### src/rtl/mac_kbd_pkg.sv
// mac_kbd_pkg: command codes, response/prefix bytes, FSM states and key-byte expansion helpers
package mac_kbd_pkg;
    localparam logic [7:0] CMD_INQUIRY = 8'h10;
    localparam logic [7:0] CMD_INSTANT = 8'h14;
    localparam logic [7:0] CMD_MODEL   = 8'h16;
    localparam logic [7:0] CMD_TEST    = 8'h36;
    localparam logic [7:0] RSP_NULL    = 8'h7B;
    localparam logic [7:0] RSP_MODEL   = 8'h0B;
    localparam logic [7:0] RSP_ACK     = 8'h7D;
    localparam logic [7:0] PFX_KEYPAD  = 8'h79;
    localparam logic [7:0] PFX_SHIFT   = 8'h71;

    typedef enum logic [1:0] {S_IDLE, S_WAIT, S_RESP} state_t;

    // ext bits count the prefix bytes, so the last stage index is ext[0]+ext[1]
    function automatic logic ev_last(input logic [9:0] ev, input logic [1:0] stage);
        return stage == ({1'b0, ev[8]} + {1'b0, ev[9]});
    endfunction

    // ext=11 sends SHIFT then KEYPAD; ext=01 only KEYPAD; ext=10 only SHIFT
    function automatic logic [7:0] ev_byte(input logic [9:0] ev, input logic [1:0] stage);
        return ev_last(ev, stage) ? ev[7:0] :
               ((ev[9:8] == 2'b11 && stage == 2'd1) || ev[9:8] == 2'b01) ? PFX_KEYPAD : PFX_SHIFT;
    endfunction
endpackage

### src/rtl/kbd_event_fifo.sv
// kbd_event_fifo: 10-bit key-event FIFO with synchronous push/pop/flush.
// Ports: clk, reset_n (async low); push_i/pop_i/flush_i, data_i; head_o, level_o, full_o, empty_o.
module kbd_event_fifo #(
    parameter int DEPTH = 8
) (
    input  logic                     clk,
    input  logic                     reset_n,
    input  logic                     push_i,
    input  logic                     pop_i,
    input  logic                     flush_i,
    input  logic [9:0]               data_i,
    output logic [9:0]               head_o,
    output logic [$clog2(DEPTH):0]   level_o,
    output logic                     full_o,
    output logic                     empty_o
);
    localparam int AW = $clog2(DEPTH);

    logic [9:0]  mem_q [DEPTH];
    logic [AW-1:0] wr_q, rd_q;
    logic [AW:0]   level_q;
    logic          do_push, do_pop;

    assign full_o  = level_q == (AW+1)'(DEPTH);
    assign empty_o = level_q == '0;
    assign do_pop  = pop_i && !empty_o;
    // a pop frees the slot the same cycle, so a full FIFO still accepts
    assign do_push = push_i && (!full_o || do_pop);
    assign head_o  = mem_q[rd_q];
    assign level_o = level_q;

    always_ff @(posedge clk or negedge reset_n) begin
        if (!reset_n) begin
            wr_q    <= '0;
            rd_q    <= '0;
            level_q <= '0;
        end else if (flush_i) begin
            wr_q    <= '0;
            rd_q    <= '0;
            level_q <= '0;
        end else begin
            if (do_push) wr_q <= wr_q + 1'b1;
            if (do_pop) rd_q <= rd_q + 1'b1;
            level_q <= level_q + (AW+1)'(do_push) - (AW+1)'(do_pop);
        end
    end

    always_ff @(posedge clk) begin
        if (do_push && !flush_i) mem_q[wr_q] <= data_i;
    end
endmodule

### src/rtl/mac_kbd_sched.sv
// mac_kbd_sched: buffers HID key events and answers Mac Plus host commands one byte at a time.
// Ports: clk, reset_n (async low); kbd_strobe/kbd_data key input; cmd_valid/cmd_byte/cmd_ready host
// command; rsp_valid/rsp_byte/rsp_ready response; fifo_level events stored; overflow drop pulse.
module mac_kbd_sched
    import mac_kbd_pkg::*;
#(
    parameter int FIFO_DEPTH  = 8,
    parameter int INQ_TIMEOUT = 8_000_000
) (
    input  logic                          clk,
    input  logic                          reset_n,
    input  logic                          kbd_strobe,
    input  logic [9:0]                    kbd_data,
    input  logic                          cmd_valid,
    input  logic [7:0]                    cmd_byte,
    output logic                          cmd_ready,
    output logic                          rsp_valid,
    output logic [7:0]                    rsp_byte,
    input  logic                          rsp_ready,
    output logic [$clog2(FIFO_DEPTH):0]   fifo_level,
    output logic                          overflow
);
    localparam int TW = $clog2(INQ_TIMEOUT);

    state_t        state_q, state_d;
    logic [7:0]    rsp_q, rsp_d;
    logic          from_fifo_q, from_fifo_d;
    logic [1:0]    stage_q, stage_d;
    logic [TW-1:0] timer_q, timer_d;
    logic          strobe_q, overflow_q;
    logic [9:0]    head;
    logic          full, empty, push, pop, flush;

    assign push      = strobe_q != kbd_strobe;
    assign pop       = state_q == S_RESP && rsp_ready && from_fifo_q && ev_last(head, stage_q);
    assign flush     = state_q == S_IDLE && cmd_valid && cmd_byte == CMD_MODEL;
    assign cmd_ready = state_q == S_IDLE;
    assign rsp_valid = state_q == S_RESP;
    assign rsp_byte  = rsp_q;
    assign overflow  = overflow_q;

    kbd_event_fifo #(.DEPTH(FIFO_DEPTH)) u_fifo (
        .clk     (clk),
        .reset_n (reset_n),
        .push_i  (push),
        .pop_i   (pop),
        .flush_i (flush),
        .data_i  (kbd_data),
        .head_o  (head),
        .level_o (fifo_level),
        .full_o  (full),
        .empty_o (empty)
    );

    always_comb begin
        state_d     = state_q;
        rsp_d       = rsp_q;
        from_fifo_d = 1'b0;
        stage_d     = stage_q;
        timer_d     = '0;
        case (state_q)
            S_IDLE: begin
                if (cmd_valid) begin
                    case (cmd_byte)
                        CMD_INQUIRY: begin
                            state_d     = empty ? S_WAIT : S_RESP;
                            rsp_d       = empty ? rsp_q : ev_byte(head, stage_q);
                            from_fifo_d = !empty;
                        end
                        CMD_INSTANT: begin
                            state_d     = S_RESP;
                            rsp_d       = empty ? RSP_NULL : ev_byte(head, stage_q);
                            from_fifo_d = !empty;
                        end
                        CMD_MODEL: begin
                            state_d = S_RESP;
                            rsp_d   = RSP_MODEL;
                            stage_d = 2'd0;
                        end
                        CMD_TEST: begin
                            state_d = S_RESP;
                            rsp_d   = RSP_ACK;
                        end
                        default: state_d = S_IDLE;
                    endcase
                end
            end
            S_WAIT: begin
                timer_d = timer_q == '1 ? timer_q : timer_q + 1'b1;
                if (!empty) begin
                    state_d     = S_RESP;
                    rsp_d       = ev_byte(head, stage_q);
                    from_fifo_d = 1'b1;
                end else if (timer_q == TW'(INQ_TIMEOUT - 1)) begin
                    state_d = S_RESP;
                    rsp_d   = RSP_NULL;
                end
            end
            S_RESP: begin
                from_fifo_d = from_fifo_q;
                if (rsp_ready) begin
                    state_d = S_IDLE;
                    if (from_fifo_q) stage_d = ev_last(head, stage_q) ? 2'd0 : stage_q + 2'd1;
                end
            end
            default: state_d = S_IDLE;
        endcase
    end

    always_ff @(posedge clk or negedge reset_n) begin
        if (!reset_n) begin
            state_q     <= S_IDLE;
            rsp_q       <= 8'h00;
            from_fifo_q <= 1'b0;
            stage_q     <= 2'd0;
            timer_q     <= '0;
            strobe_q    <= 1'b0;
            overflow_q  <= 1'b0;
        end else begin
            state_q     <= state_d;
            rsp_q       <= rsp_d;
            from_fifo_q <= from_fifo_d;
            stage_q     <= stage_d;
            timer_q     <= timer_d;
            strobe_q    <= kbd_strobe;
            overflow_q  <= push && full && !pop && !flush;
        end
    end
endmodule
### config.mk
export PLATFORM = sky130hd
export DESIGN_NAME = mac_kbd_sched
export DESIGN_NICKNAME = d
export VERILOG_FILES = /design/src/rtl/mac_kbd_pkg.sv /design/src/rtl/kbd_event_fifo.sv /design/src/rtl/mac_kbd_sched.sv
export SDC_FILE = /design/constraint.sdc
export NUM_CORES = 1
export LEC_CHECK = 0
export BUFFER_PORTS_ARGS = -buffer_cell sky130_fd_sc_hd__buf_2
export CELL_PAD_IN_SITES_DETAIL_PLACEMENT = 0
export CELL_PAD_IN_SITES_GLOBAL_PLACEMENT = 2
export CORE_UTILIZATION = 45
export CTS_BUF_LIST = sky130_fd_sc_hd__clkbuf_4 sky130_fd_sc_hd__clkbuf_8
export CTS_CLUSTER_SIZE = 8
export DETAILED_ROUTE_END_ITERATION = 16
export PLACE_DENSITY_LB_ADDON = 0.1
export SLEW_MARGIN = 10
export SYNTH_ARGS = -nofsm -noshare
export SYNTH_HDL_FRONTEND = slang
export SYNTH_SLANG_ARGS = --single-unit
### constraint.sdc
create_clock -name clk -period 4.39 [get_ports clk]
set_input_delay 0.2195 -clock clk [delete_from_list [all_inputs] [get_ports clk]]
set_output_delay 0.2195 -clock clk [all_outputs]
set_load 0.03 [all_outputs]
# Yosys cells after proc, flatten, opt, wreduce, memory -nomap -nowiden
# Memory sizes are Yosys's and may differ from the RTL's.
# Cells that the tools add are included.
[classes]
n_addsub = 7
n_mul = 0
div_mod_pow = 0
n_lt_le_gt_ge = 0
n_eq_ne = 22
shifts = 0
mux = 35
bitwise_logic = 0
reduce_logical = 29
[op_table]
columns = ["operator", "count"]
rows = [
  ["8-bit two-way mux", 6],
  ["23-bit == test (second input constant)", 2],
  ["23-bit two-way mux", 2],
  ["8-bit one-hot mux with 4 select lines", 1],
  ["8-bit by 5-bit == test with 1-bit output (second input constant)", 3],
  ["23-bit by 1-bit adder with 23-bit output (second input constant)", 1],
  ["2-bit two-way mux", 10],
  ["8-bit one-hot mux with 2 select lines", 1],
  ["1-bit logical AND", 12],
  ["3-bit two-way mux", 4],
  ["5-bit AND reduction", 2],
  ["8-bit by 6-bit == test with 1-bit output (second input constant)", 1],
  ["4-bit two-way mux", 2],
  ["2-bit one-hot mux with 2 select lines", 2],
  ["2-bit nonzero test", 4],
  ["3-bit by 1-bit adder with 3-bit output (second input constant)", 2],
  ["2-bit by 1-bit == test with 1-bit output (second input constant)", 3],
  ["2-bit by 1-bit inequality test with 1-bit output (second input constant)", 3],
  ["3-bit inequality test (second input constant)", 2],
  ["2-bit one-hot mux with 3 select lines", 1],
  ["1-bit two-way mux", 5],
  ["5-bit by 1-bit inequality test with 1-bit output (second input constant)", 1],
  ["4-bit by 1-bit adder with 4-bit output", 1],
  ["2-bit == test (second input constant)", 2],
  ["other kinds (15)", 20],
]
[totals]
regBits = 48
latch_bits = 0
ramBits = 80
mem_bits_ro = 0
inputBits = 23
out_inout_bits = 15
mem_count = 1
[memory_table]
columns = ["name", "depth", "width", "rd", "rd_clocked_by_memory_dff", "write_ports", "line", "text"]
rows = [
  ["u_fifo.mem_q", 8, 10, 1, 0, 1, "kbd_event_fifo.sv:19", "logic [9:0] mem_q [DEPTH];"],
]

# Depth between registers and ports, before layout
[logic_depth]
ltp_word = 10
ltp_mapped = 16

# By module
# A second synthesis with hierarchy kept.
[unflattened]
hier_cells = 434
hier_area_um2 = 5990.7
[by_module_without_submodules]
columns = ["module", "n_inst", "cells_per_inst", "area_each_um2"]
rows = [
  ["kbd_event_fifo", 1, 200, 3752.3],
  ["mac_kbd_sched", 1, 234, 2238.4],
]

# Worst setup path after synthesis
# Ideal clock, no wire load.
[synth_timing]
path_kind = "register -> register"
start = "register u_fifo.rd_q[0]"
end = "memory u_fifo.mem_q[0][0] (enable)"
setup_time_ps = 390
arrival_ps = 3645
required_time_ps = 4000
slack_ps = 356
stages_incl_launch_ff = 12
n_path_buf = 3
synth_period_minus_slack_ps = 4034
path_cell_list = "dfrtp_1 buf_4 buf_2 mux4_2 mux2_2 ha_1 xor2_1 and4_1 buf_2 o21bai_2 or3_4 nor3_1"
[synth_between]
elab_chain_len = 10
[synth_lines]
columns = ["item", "line", "text"]
rows = [
  ["start: declaration", "kbd_event_fifo.sv:20", "logic [AW-1:0] wr_q, rd_q;"],
  ["start signal: assignment", "kbd_event_fifo.sv:43", "if (do_pop) rd_q <= rd_q + 1'b1;"],
  ["memory read 8 x 10 bit", "--", ""],
  ["1-bit by 1-bit adder with 2-bit output", "mac_kbd_pkg.sv:17", "return stage == ({1'b0, ev[8]} + {1'b0, ev[9]});"],
  ["2-bit == test", "mac_kbd_pkg.sv:17", ""],
  ["1-bit logical AND", "mac_kbd_sched.sv:35", "assign pop = state_q == S_RESP && rsp_ready && from_fifo_q && ev_last(head, stage_q);"],
  ["1-bit logical AND", "kbd_event_fifo.sv:26", "assign do_pop = pop_i && !empty_o;"],
  ["1-bit logical OR", "kbd_event_fifo.sv:28", "assign do_push = push_i && (!full_o || do_pop);"],
  ["1-bit logical AND", "kbd_event_fifo.sv:28", ""],
  ["1-bit logical AND", "kbd_event_fifo.sv:49", "if (do_push && !flush_i) mem_q[wr_q] <= data_i;"],
  ["1-bit two-way mux", "kbd_event_fifo.sv:49", ""],
  ["1-bit two-way mux (not written as such)", "kbd_event_fifo.sv:49", ""],
  ["end: declaration", "kbd_event_fifo.sv:19", ""],
]
# No other way between the ends.

# Worst setup path after layout
[layout_timing]
start = "register u_fifo.rd_q[0]"
end = "memory u_fifo.mem_q[0][6] (enable)"
# The elaborated chain is that of the path after synthesis.

==> impl_metrics.env <==
export IMPL_cts_made_buffers=17
export IMPL_yosys_warnings=0
export IMPL_clk_latency_ns=0.44
export IMPL_postLayoutCellArea_mm2=0.00671
export IMPL_power_density_mw_per_mm2=471
export IMPL_rr_worst_depth=9
export IMPL_fp_coreArea_mm2=0.0126
export IMPL_antenna_cells=0
export IMPL_finClkSkew_ns=0.0141
export IMPL_start_util_pct=46.3
export IMPL_layout_commonest_cell="edfxtp_1"
export IMPL_vias=3576
export IMPL_grt_pass1_wl_mm=19.3
export IMPL_finalSetupViolations=0
export IMPL_setup_ws_ns=0.875
export IMPL_hold_class="primary input to flop"
export IMPL_grt_overflow=0
export IMPL_die_y_um=116
export IMPL_drc=0
export IMPL_area_growth_pct=14.7
export IMPL_avgSynthCellArea_um2=13.8
export IMPL_nets=516
export IMPL_hpwl_mm=8.33
export IMPL_gp_congestion=0.754
export IMPL_die_area_mm2=0.0134
export IMPL_end_kind="flop"
export IMPL_htree_levels=4
export IMPL_ir_drop_uv=350
export IMPL_seq_area_frac_synth_pct=61.7
export IMPL_async_flop_share_pct=37.5
export IMPL_post_place_ws_ns=0.860
export IMPL_min_period_ns=3.52
export IMPL_grt_usage_pct=20.1
export IMPL_status="complete, no violations"
export IMPL_post_drt_wl_per_cell_um=18.0
export IMPL_io_buffers=37
export IMPL_stdcell_count=666
export IMPL_grt_max_degree=49
export IMPL_crit_arrival_ns=3.65
export IMPL_cts_sinks=128
export IMPL_antenna_found_initial=0
export IMPL_cts_buffer_depth=2
export IMPL_drive_gt1_share_pct=24.1
export IMPL_yosys_top_cells_area="edfxtp_1, dfrtp_1, mux4_2"
export IMPL_grt_pass1_vias=3552
export IMPL_crit_required_ns=4.52
export IMPL_worst_setup_path_type="flop to flop"
export IMPL_final_hold_viol_count=0
export IMPL_p_leak_nw=2.50
export IMPL_synth_edf_count=80
export IMPL_synth_seq_cells=128
export IMPL_cts_root_buffer="clkbuf_8"
export IMPL_finalCritPeriodShare_pct=80.1
export IMPL_r2r_end="u_fifo.mem_q[0][6]"
export IMPL_post_cts_resized=0
export IMPL_holdWs_ns=0.0490
export IMPL_final_cell_mix="edfxtp_1, dfrtp_1, nor2_1"
export IMPL_totalWireLength_mm=12.0
export IMPL_ant_nets=0
export IMPL_tritoncts="done"
export IMPL_worstMarginPinSlew_ns=0.839
export IMPL_final_max_slew_viol_count=0
export IMPL_clkTransAtPathRegs_ns=0.08
export IMPL_grt_setup_unrepaired="no"
export IMPL_syn_num_nets=460
export IMPL_whs_path_depth=1
export IMPL_rows=41
export IMPL_syn_inst=425
export IMPL_reg2reg_from="u_fifo.rd_q[0]"
export IMPL_dpl_cell_area_mm2=0.00626
export IMPL_critPathLaunch="u_fifo.rd_q[0]"
export IMPL_fillers=1125
export IMPL_synth_top_area_cell="edfxtp_1"
export IMPL_crit_path_start_kind="flop"
export IMPL_num_io_pins=38
export IMPL_die_w_um=116
export IMPL_dp_cells=631
export IMPL_initialDrtViolationCount=207
export IMPL_r2r_slack_ns=0.87
export IMPL_synthFlopType="edfxtp_1"
export IMPL_tns_ns=0
export IMPL_syn_area_mm2=0.00584
export IMPL_yosysUniqueCellTypes=53
export IMPL_synth_top_area_share_pct=41.1
export IMPL_drtPass1Iterations=4
export IMPL_cp_endpoint="u_fifo.mem_q[0][6]"
export IMPL_maxCapViolCount=0
export IMPL_viasPerCell=5.37
export IMPL_slew_headroom_pct=43.6
export IMPL_clock_fmax_mhz=284
export IMPL_path_max_fanout=10
## where the power goes
group          internal [mW]  switching, mW
sequential              1.45         0.0770
clock                  0.568          0.486
combinational          0.231          0.345
## cells in the mapped netlist (all sizes together), types with 2 or more instances
cell     instances
edfxtp          80
mux2             8
dfrtp           48
mux4            17
and2             5
nand3           18
nor2b            3
a21o             4
and4             3
nor3             5
xor2             3
a21oi           17
o211ai           2
inv             15
o21ai            6
nor4b            3
nor2            40
a31oi            4
nor4             4
clkbuf           3
ha              11
a211oi           2
a41o             2
nand2b           7
a31o             3
nand4            9
buf             13
a2bb2oi          3
or3              5
mux2i           21
nand2           29
o31ai            2
xnor2           15
and3             5
## area by class of cell
type	count	area, um^2	area share, %
sequential	128	3600	53.7
multi-input combinational	266	2100	31.3
timing repair buffer	53	313	4.67
clock buffer	17	234	3.49
tap	172	215	3.21
clock inverter	15	183	2.72
inverter	15	56.3	0.840
## sequential cells by signal (all words and copies together), names as in the netlist, 2 cells and up
name            cells
u_fifo.level_o      4
state_q             2
rsp_byte            8
stage_q             2
u_fifo.wr_q         3
timer_q            23
u_fifo.rd_q         3
u_fifo.mem_q       80
## stage by stage
stage,util [%],total power [mW]
finish,53.1,3.16
global route,53.1,3.32
CTS,53.1,3.20
detailed placement,49.6,2.14
global placement,49.6,2.12
floorplan,-,1.93
## critical path: stages, from the launching register on
cell      delay [ns]
dfrtp_1         0.55
mux4_2          0.54
mux2_2          0.30
ha_1            0.31
xor2_1          0.22
and4_1          0.38
o21bai_2        0.15
or3_4           0.41
nor3_1          0.14
buf_4           0.22
## how the worst min path moves through the flow
stage,startpoint,endpoint,slack (ns)
detailed placement,kbd_strobe,strobe_q,0.36
CTS,kbd_data[7],u_fifo.mem_q[1][7],0.02
finish,kbd_data[2],u_fifo.mem_q[1][2],0.05
global route,kbd_data[2],u_fifo.mem_q[6][2],0.01
global placement,kbd_strobe,strobe_q,0.35
floorplan,reset_n,from_fifo_q,-0.08
## repair_timing
item,4_1_cts,5_1_grt
endpoints found under the hold margin,50,0
setup buffers,0,0
hold buffers,3,0
## metal layers
layer / vias to the layer above / GRT usage [%] / wire length [um]
met2: 75 / 30.6 / 5730
met3: 4 / 6.12 / 463
li1: 1713 / - / -
met1: 1784 / 27.9 / 5730
met4: 0 / 5.81 / 68
met5: - / 0 / 0
## logic make-up (layout without fill, tap and decap cells)
group	Yosys count	count (layout)	share of synthesized area, %
xor+xnor	18	18	2.70
simple gates	139	139	12.7
flops	128	128	61.7
mux	46	46	11.7
fa+ha+maj	12	12	2.70
buf+inv	31	100	2.40
compound gates	51	51	6.19
(Power assumes the default switching activity.)
